--- src/rtl/multicycle_control_fsm.sv ---
// Multi-cycle control sequencer for the 16-bit datapath.
// Steps each instruction through fetch / decode / execute / memory /
// writeback as a Moore FSM. Fetch and data accesses share one memory port.
// The only input-dependent controls are PCWrite in FETCH (MemReady) and in
// BRANCH (Zero).
//
// Memory handshake: MemRead/MemWrite act as the request ("valid") and
// MemReady is the completion ("ready"). A transfer completes on a rising
// edge where the request is high and MemReady=1. While MemReady=0, the
// state, the request and every other control are held unchanged.
// MemReady is ignored in states that make no request.
module multicycle_control_fsm #(
  parameter int CNT_W = 16
) (
  input  logic             Clock,
  input  logic             Reset,
  input  logic [2:0]       Opcode,
  input  logic             Zero,
  input  logic             MemReady,
  output logic             RegDst,
  output logic             ALUSrc,
  output logic [1:0]       ALUOp,
  output logic             MemRead,
  output logic             MemWrite,
  output logic             MemToReg,
  output logic             RegWrite,
  output logic             IorD,
  output logic             IRWrite,
  output logic             PCWrite,
  output logic [1:0]       PCSrc,
  output logic             Halted,
  output logic [3:0]       State,
  output logic [CNT_W-1:0] InstrCount
);

  typedef enum logic [3:0] {
    FETCH    = 4'd0,
    DECODE   = 4'd1,
    EXEC_R   = 4'd2,
    EXEC_I   = 4'd3,
    MEM_ADDR = 4'd4,
    MEM_RD   = 4'd5,
    MEM_WR   = 4'd6,
    WB_R     = 4'd7,
    WB_I     = 4'd8,
    WB_MEM   = 4'd9,
    BRANCH   = 4'd10,
    JUMP     = 4'd11,
    HALT     = 4'd12
  } state_t;

  localparam logic [2:0] OP_R    = 3'b000;
  localparam logic [2:0] OP_ADDI = 3'b001;
  localparam logic [2:0] OP_LW   = 3'b010;
  localparam logic [2:0] OP_SW   = 3'b011;
  localparam logic [2:0] OP_BEQ  = 3'b100;
  localparam logic [2:0] OP_BNE  = 3'b101;
  localparam logic [2:0] OP_JMP  = 3'b110;
  localparam logic [2:0] OP_HALT = 3'b111;

  localparam logic [1:0] ALU_ADD   = 2'b00;
  localparam logic [1:0] ALU_SUB   = 2'b01;
  localparam logic [1:0] ALU_FUNCT = 2'b10;

  localparam logic [1:0] PC_PLUS2  = 2'b00;
  localparam logic [1:0] PC_BRANCH = 2'b01;
  localparam logic [1:0] PC_JUMP   = 2'b10;

  state_t           state_q;
  logic [CNT_W-1:0] count_q;

  assign State      = state_q;
  assign InstrCount = count_q;

  // State register and retired-instruction counter; reset overrides all.
  always_ff @(posedge Clock) begin
    if (Reset) begin
      state_q <= FETCH;
      count_q <= '0;
    end else begin
      case (state_q)
        FETCH: begin
          // Stay in FETCH until memory delivers the instruction word.
          if (MemReady) begin
            state_q <= DECODE;
            count_q <= count_q + CNT_W'(1);
          end
        end
        DECODE: begin
          case (Opcode)
            OP_R:          state_q <= EXEC_R;
            OP_ADDI:       state_q <= EXEC_I;
            OP_LW, OP_SW:  state_q <= MEM_ADDR;
            OP_BEQ,
            OP_BNE:        state_q <= BRANCH;
            OP_JMP:        state_q <= JUMP;
            OP_HALT:       state_q <= HALT;
            default:       state_q <= FETCH;
          endcase
        end
        EXEC_R:   state_q <= WB_R;
        EXEC_I:   state_q <= WB_I;
        MEM_ADDR: begin
          // Only loads and stores reach here; anything else restarts fetch.
          if (Opcode == OP_LW)      state_q <= MEM_RD;
          else if (Opcode == OP_SW) state_q <= MEM_WR;
          else                      state_q <= FETCH;
        end
        MEM_RD: begin
          if (MemReady) state_q <= WB_MEM;
        end
        MEM_WR: begin
          if (MemReady) state_q <= FETCH;
        end
        WB_R:     state_q <= FETCH;
        WB_I:     state_q <= FETCH;
        WB_MEM:   state_q <= FETCH;
        BRANCH:   state_q <= FETCH;
        JUMP:     state_q <= FETCH;
        HALT:     state_q <= HALT;
        // Unused codes 13-15 recover to FETCH.
        default:  state_q <= FETCH;
      endcase
    end
  end

  // Control decode from the registered state. Every control defaults to 0.
  always_comb begin
    RegDst   = 1'b0;
    ALUSrc   = 1'b0;
    ALUOp    = ALU_ADD;
    MemRead  = 1'b0;
    MemWrite = 1'b0;
    MemToReg = 1'b0;
    RegWrite = 1'b0;
    IorD     = 1'b0;
    IRWrite  = 1'b0;
    PCWrite  = 1'b0;
    PCSrc    = PC_PLUS2;
    Halted   = 1'b0;
    case (state_q)
      FETCH: begin
        // Instruction read from PC. The PC advances only on the completing cycle.
        MemRead = 1'b1;
        IorD    = 1'b0;
        IRWrite = 1'b1;
        ALUSrc  = 1'b0;
        ALUOp   = ALU_ADD;
        PCWrite = MemReady;
        PCSrc   = PC_PLUS2;
      end
      DECODE: begin
        // The ALU precomputes the branch target while the opcode settles.
        ALUOp = ALU_ADD;
      end
      EXEC_R: begin
        ALUOp = ALU_FUNCT;
      end
      WB_R: begin
        RegDst   = 1'b1;
        RegWrite = 1'b1;
        ALUOp    = ALU_FUNCT;
      end
      EXEC_I: begin
        ALUSrc = 1'b1;
        ALUOp  = ALU_ADD;
      end
      WB_I: begin
        RegWrite = 1'b1;
        ALUSrc   = 1'b1;
      end
      MEM_ADDR: begin
        ALUSrc = 1'b1;
        ALUOp  = ALU_ADD;
      end
      MEM_RD: begin
        MemRead = 1'b1;
        IorD    = 1'b1;
      end
      MEM_WR: begin
        MemWrite = 1'b1;
        IorD     = 1'b1;
      end
      WB_MEM: begin
        RegWrite = 1'b1;
        MemToReg = 1'b1;
      end
      BRANCH: begin
        // BEQ takes the branch on Zero; BNE (opcode bit 0 set) on ~Zero.
        ALUOp   = ALU_SUB;
        PCSrc   = PC_BRANCH;
        PCWrite = Opcode[0] ? ~Zero : Zero;
      end
      JUMP: begin
        PCWrite = 1'b1;
        PCSrc   = PC_JUMP;
      end
      HALT: begin
        Halted = 1'b1;
      end
      default: begin
      end
    endcase
  end

endmodule

--- config.mk ---
export PLATFORM = sky130hd
export DESIGN_NAME = multicycle_control_fsm
export DESIGN_NICKNAME = d
export VERILOG_FILES = /design/src/rtl/multicycle_control_fsm.sv
export SDC_FILE = /design/constraint.sdc
export NUM_CORES = 1
export LEC_CHECK = 0
export BUFFER_PORTS_ARGS = -buffer_cell sky130_fd_sc_hd__buf_2
export CORE_ASPECT_RATIO = 0.8
export CORE_UTILIZATION = 42
export DETAILED_ROUTE_END_ITERATION = 12
export GPL_TIMING_DRIVEN = 0
export PLACE_DENSITY = 0.65
export SKIP_LAST_GASP = 1
export SYNTH_ARGS = -nofsm -noshare
export SYNTH_HDL_FRONTEND = slang
export SYNTH_SLANG_ARGS = --single-unit
export TNS_END_PERCENT = 100
--- constraint.sdc ---
create_clock -name Clock -period 4.4 [get_ports Clock]
set_clock_uncertainty 0.2 [all_clocks]
set_input_delay 0.66 -clock Clock [delete_from_list [all_inputs] [get_ports Clock]]
set_output_delay 0.66 -clock Clock [all_outputs]
set_load 0.005 [all_outputs]
==> results.txt <==
----------------------------------------------------
[Outcome]
  Run status ... complete, no violations

[Worst hold path]
  Capture endpoint of the worst hold path ... InstrCount[14]$_SDFFE_PP0P_
  Path category of the worst min-delay check ... register to register
  Hold depth ... 2
  Launch instance of the worst min-delay path ... InstrCount[14]$_SDFFE_PP0P_

[Route]
  Count of antenna-violating nets left after detailed routing ... 0
  Drt total wl ... 2.98 mm
  First-pass detailed-route iteration total ... 4
  Starting DRT DRC Count ... 84
  Number of DRC violations after detailed routing ... 0
  Post-detailed-route via-to-cell ratio ... 5.43
  Average routed wire per standard cell ... 12.7 um
  Via count ... 1270

[Clock network]
  Root buffer cell ... clkbuf_4
  Number of buffers on the longest clock path ... 2
  Number of hold buffers added after CTS ... 0
  Clock transition at the registers of the reported paths ... 0.12 ns
  Maximum level of the CTS H-tree ... 1
  Post-cts sizing count ... 0
  Number of buffers inserted during clock tree synthesis ... 3
  Clock tree from TritonCTS ... built
  CTS sink cnt ... 20
  Number of setup buffers added after CTS ... 0
  Later-pin clock latency in the skew report ... 0.30 ns

[Power]
  Logic pwr share ... 0.402
  Maximum vdd drop ... 0.000285 V
  Net switching power ... 0.230 mW
  Switching portion of total power ... 0.367
  Clock share of power ... 0.238
  Internal ... 0.397 mW
  Sequential Power Share ... 0.360
  Areal power density over the cells ... 424 nW/um2
  Final Total Pwr ... 0.627 mW
  Leak ... 0.622 nW

[Die]
  Starting Density ... 0.461
  Number of I/O pins ... 41
  Floorplan die area ... 3030 um2
  Die boundary height ... 49.5 um
  Die width ... 61.3 um
  CORE AREA ... 2560 um2
  Count of standard-cell rows ... 16

[STA]
  Setup repair after global routing missed its margin ... false
  Total negative slack ... 0 ns
  Number of slew-limit violations in the final report ... 0
  Final hold violations ... 0
  Max_slew headroom ... 0.705
  Final worst-path cycle share ... 0.614
  Tmin final ... 2.70 ns
  Worst Hold Margin ... 0.310 ns
  Final-report setup violation count ... 0
  Max Freq ... 370 MHz
  Measured slew at the worst slew-check pin ... 0.443 ns

[Worst setup path]
  Largest fanout of any net on the critical path ... 10
  R2R cell count ... 5
  Arrival time worst endpoint ... 1.84 ns
  Reg-to-reg startpoint ... State[3]$_SDFFE_PP0P_
  End of the worst register-to-register path ... InstrCount[15]$_SDFFE_PP0P_
  Worst-case register-to-register setup slack ... 1.98 ns
  Endpoint kind of the worst setup timing path ... primary output
  Kind of start point of the critical path ... register
  Required @ worst endpoint ... 3.54 ns
  Worst Setup Path Type ... register to primary output

[Placed design]
  GPL Wtd Cong ... 0.807
  Cell Count Post-Placement ... 230
  Quantity of I/O buffers inserted on ports ... 40
  DPL Wire Length ... 2.29 mm

[Flow run]
  Maximum Capacitance Violations ... 0

[Cells and area]
  Number of antenna cells inserted ... 0
  Post-layout net count ... 207
  Share of post-route cells with drive strength above 1 ... 0.232
  Core utilization of the finished layout ... 0.578
  Area added between synthesis and finish ... 25.2%
  Final instance count without filler cells ... 234

[Yosys]
  Number of different library cells in the post-synthesis netlist ... 36
  Mean post-synth cell area ... 7.68 um2
  Cell count after synthesis ... 154
  Fraction of synthesis flops using an asynchronous set or reset pin ... 0
  Area of the mapped netlist ... 1180 um2
  Most frequent cells after synthesis ... 21 x nor2_1, 20 x dfxtp_1, 9 x a21oi_1, 9 x nand2_1, 9 x nand3_1
  Portion of the post-synthesis area used by sequential elements ... 0.339
  Number of synthesized flops with an enable pin ... 0
  Top cell type's share of synthesized area ... 0.339
  Most common cell in the netlist ... nor2_1
  Net count of the mapped netlist ... 162
  Number of synthesis warnings ... 0
  Most area-consuming cells after synthesis ... dfxtp_1 34%, nor2_1 6.7%, xnor2_1 5.9%
  Seq cells post-synth ... 20
  Post-synthesis cell type with the largest combined area ... dfxtp_1
  Prevailing post-synth register cell ... dfxtp_1

[Global route]
  Wire length of the first global-routing pass ... 5.02 mm
  Residual overflow from global routing ... 0
  GR Util All Layers ... 0.218
  Largest net degree at the start of global routing ... 13
  Antenna violations before repair ... 0
  Number of global-route vias before repair ... 1127

----------------------------------------------------
[kinds of logic (layout without fill, tap and decap cells)]
family / after synthesis / count (layout) / synth area share
fa+ha+maj: 1 / 1 / 0.0106
simple gates: 79 / 79 / 0.359
buf+inv: 12 / 56 / 0.0391
mux: 1 / 1 / 0.00847
xor+xnor: 12 / 12 / 0.0889
flops: 20 / 20 / 0.339
compound gates: 29 / 29 / 0.156
[flip-flops by register name (all words and copies together), names as in the netlist]
name,flops
InstrCount,16
State,4
[metal layers]
layer,vias up,GRT usage,wire length (um)
li1,643,-,-
met1,588,0.312,1460
met2,37,0.324,1340
met3,2,0.0630,167
met4,0,0.0379,13
met5,-,0,0
[power by group through the flow]
stage / registers, mW / clock network, mW / logic, mW
global placement: 0.229 / 0 / 0.245
CTS: 0.226 / 0.154 / 0.252
finish: 0.226 / 0.149 / 0.252
global route: 0.231 / 0.166 / 0.282
floorplan: 0.225 / 0 / 0.168
detailed placement: 0.230 / 0 / 0.250
[placed cells by master (no fill, tap or decap), types with 3 or more instances in the layout]
| cell type | Yosys | routed |
|---|---|---|
| buf_2 | 1 | 41 |
| nor2_1 | 21 | 21 |
| dfxtp_1 | 20 | 20 |
| nand2_1 | 9 | 9 |
| a21oi_1 | 9 | 9 |
| nand3_1 | 9 | 9 |
| xnor2_1 | 8 | 8 |
| nand2b_1 | 7 | 7 |
| clkbuf_1 | 6 | 6 |
| o21ai_0 | 6 | 6 |
| inv_1 | 5 | 5 |
| nor2b_1 | 5 | 5 |
| or3_1 | 5 | 5 |
| xor2_1 | 4 | 4 |
| nor4_1 | 4 | 4 |
| nor3_1 | 4 | 4 |
| or4_1 | 3 | 3 |
| nor4b_1 | 3 | 3 |
| clkbuf_4 | 0 | 3 |
[layout make-up]
class,count,area [um2]
sequential,20,400
multi-input combinational,122,736
timing repair buffer,40,200
inverter,5,18.8
buffer,7,27.5
clock buffer,3,22.5
fill,279,1080
tap,36,45.0
clock inverter,1,30.0
[stage by stage]
step / cell area, um2 / setup slack, ns
6_report: 1480 / 1.70
5_1_grt: 1480 / 1.56
4_1_cts: 1480 / 1.68
3_5_place_dp: 1430 / 1.97
3_3_place_gp: 1430 / 2.03
2_1_floorplan: 1180 / 2.13
[worst max-delay path: stages, from the launching register on]
cell and delay [ns]:
dfxtp_1 0.46, clkbuf_1 0.37, nand2_1 0.23, o21a_1 0.22
o2bb2ai_1 0.14, buf_2 0.13
[worst max-delay path by stage]
stage	startpoint	endpoint	slack [ns]
after floorplan	State[3]$_SDFFE_PP0P_	InstrCount[15]$_SDFFE_PP0P_	2.13
after CTS	State[0]$_SDFFE_PP0P_	ALUSrc	1.68
after detailed placement	MemReady	InstrCount[15]$_SDFFE_PP0P_	1.97
final	State[0]$_SDFFE_PP0P_	ALUSrc	1.70
after global routing	State[0]$_SDFFE_PP0P_	ALUSrc	1.56
after global placement	MemReady	InstrCount[15]$_SDFFE_PP0P_	2.03
No activity file was read; power rests on OpenSTA's default activity.
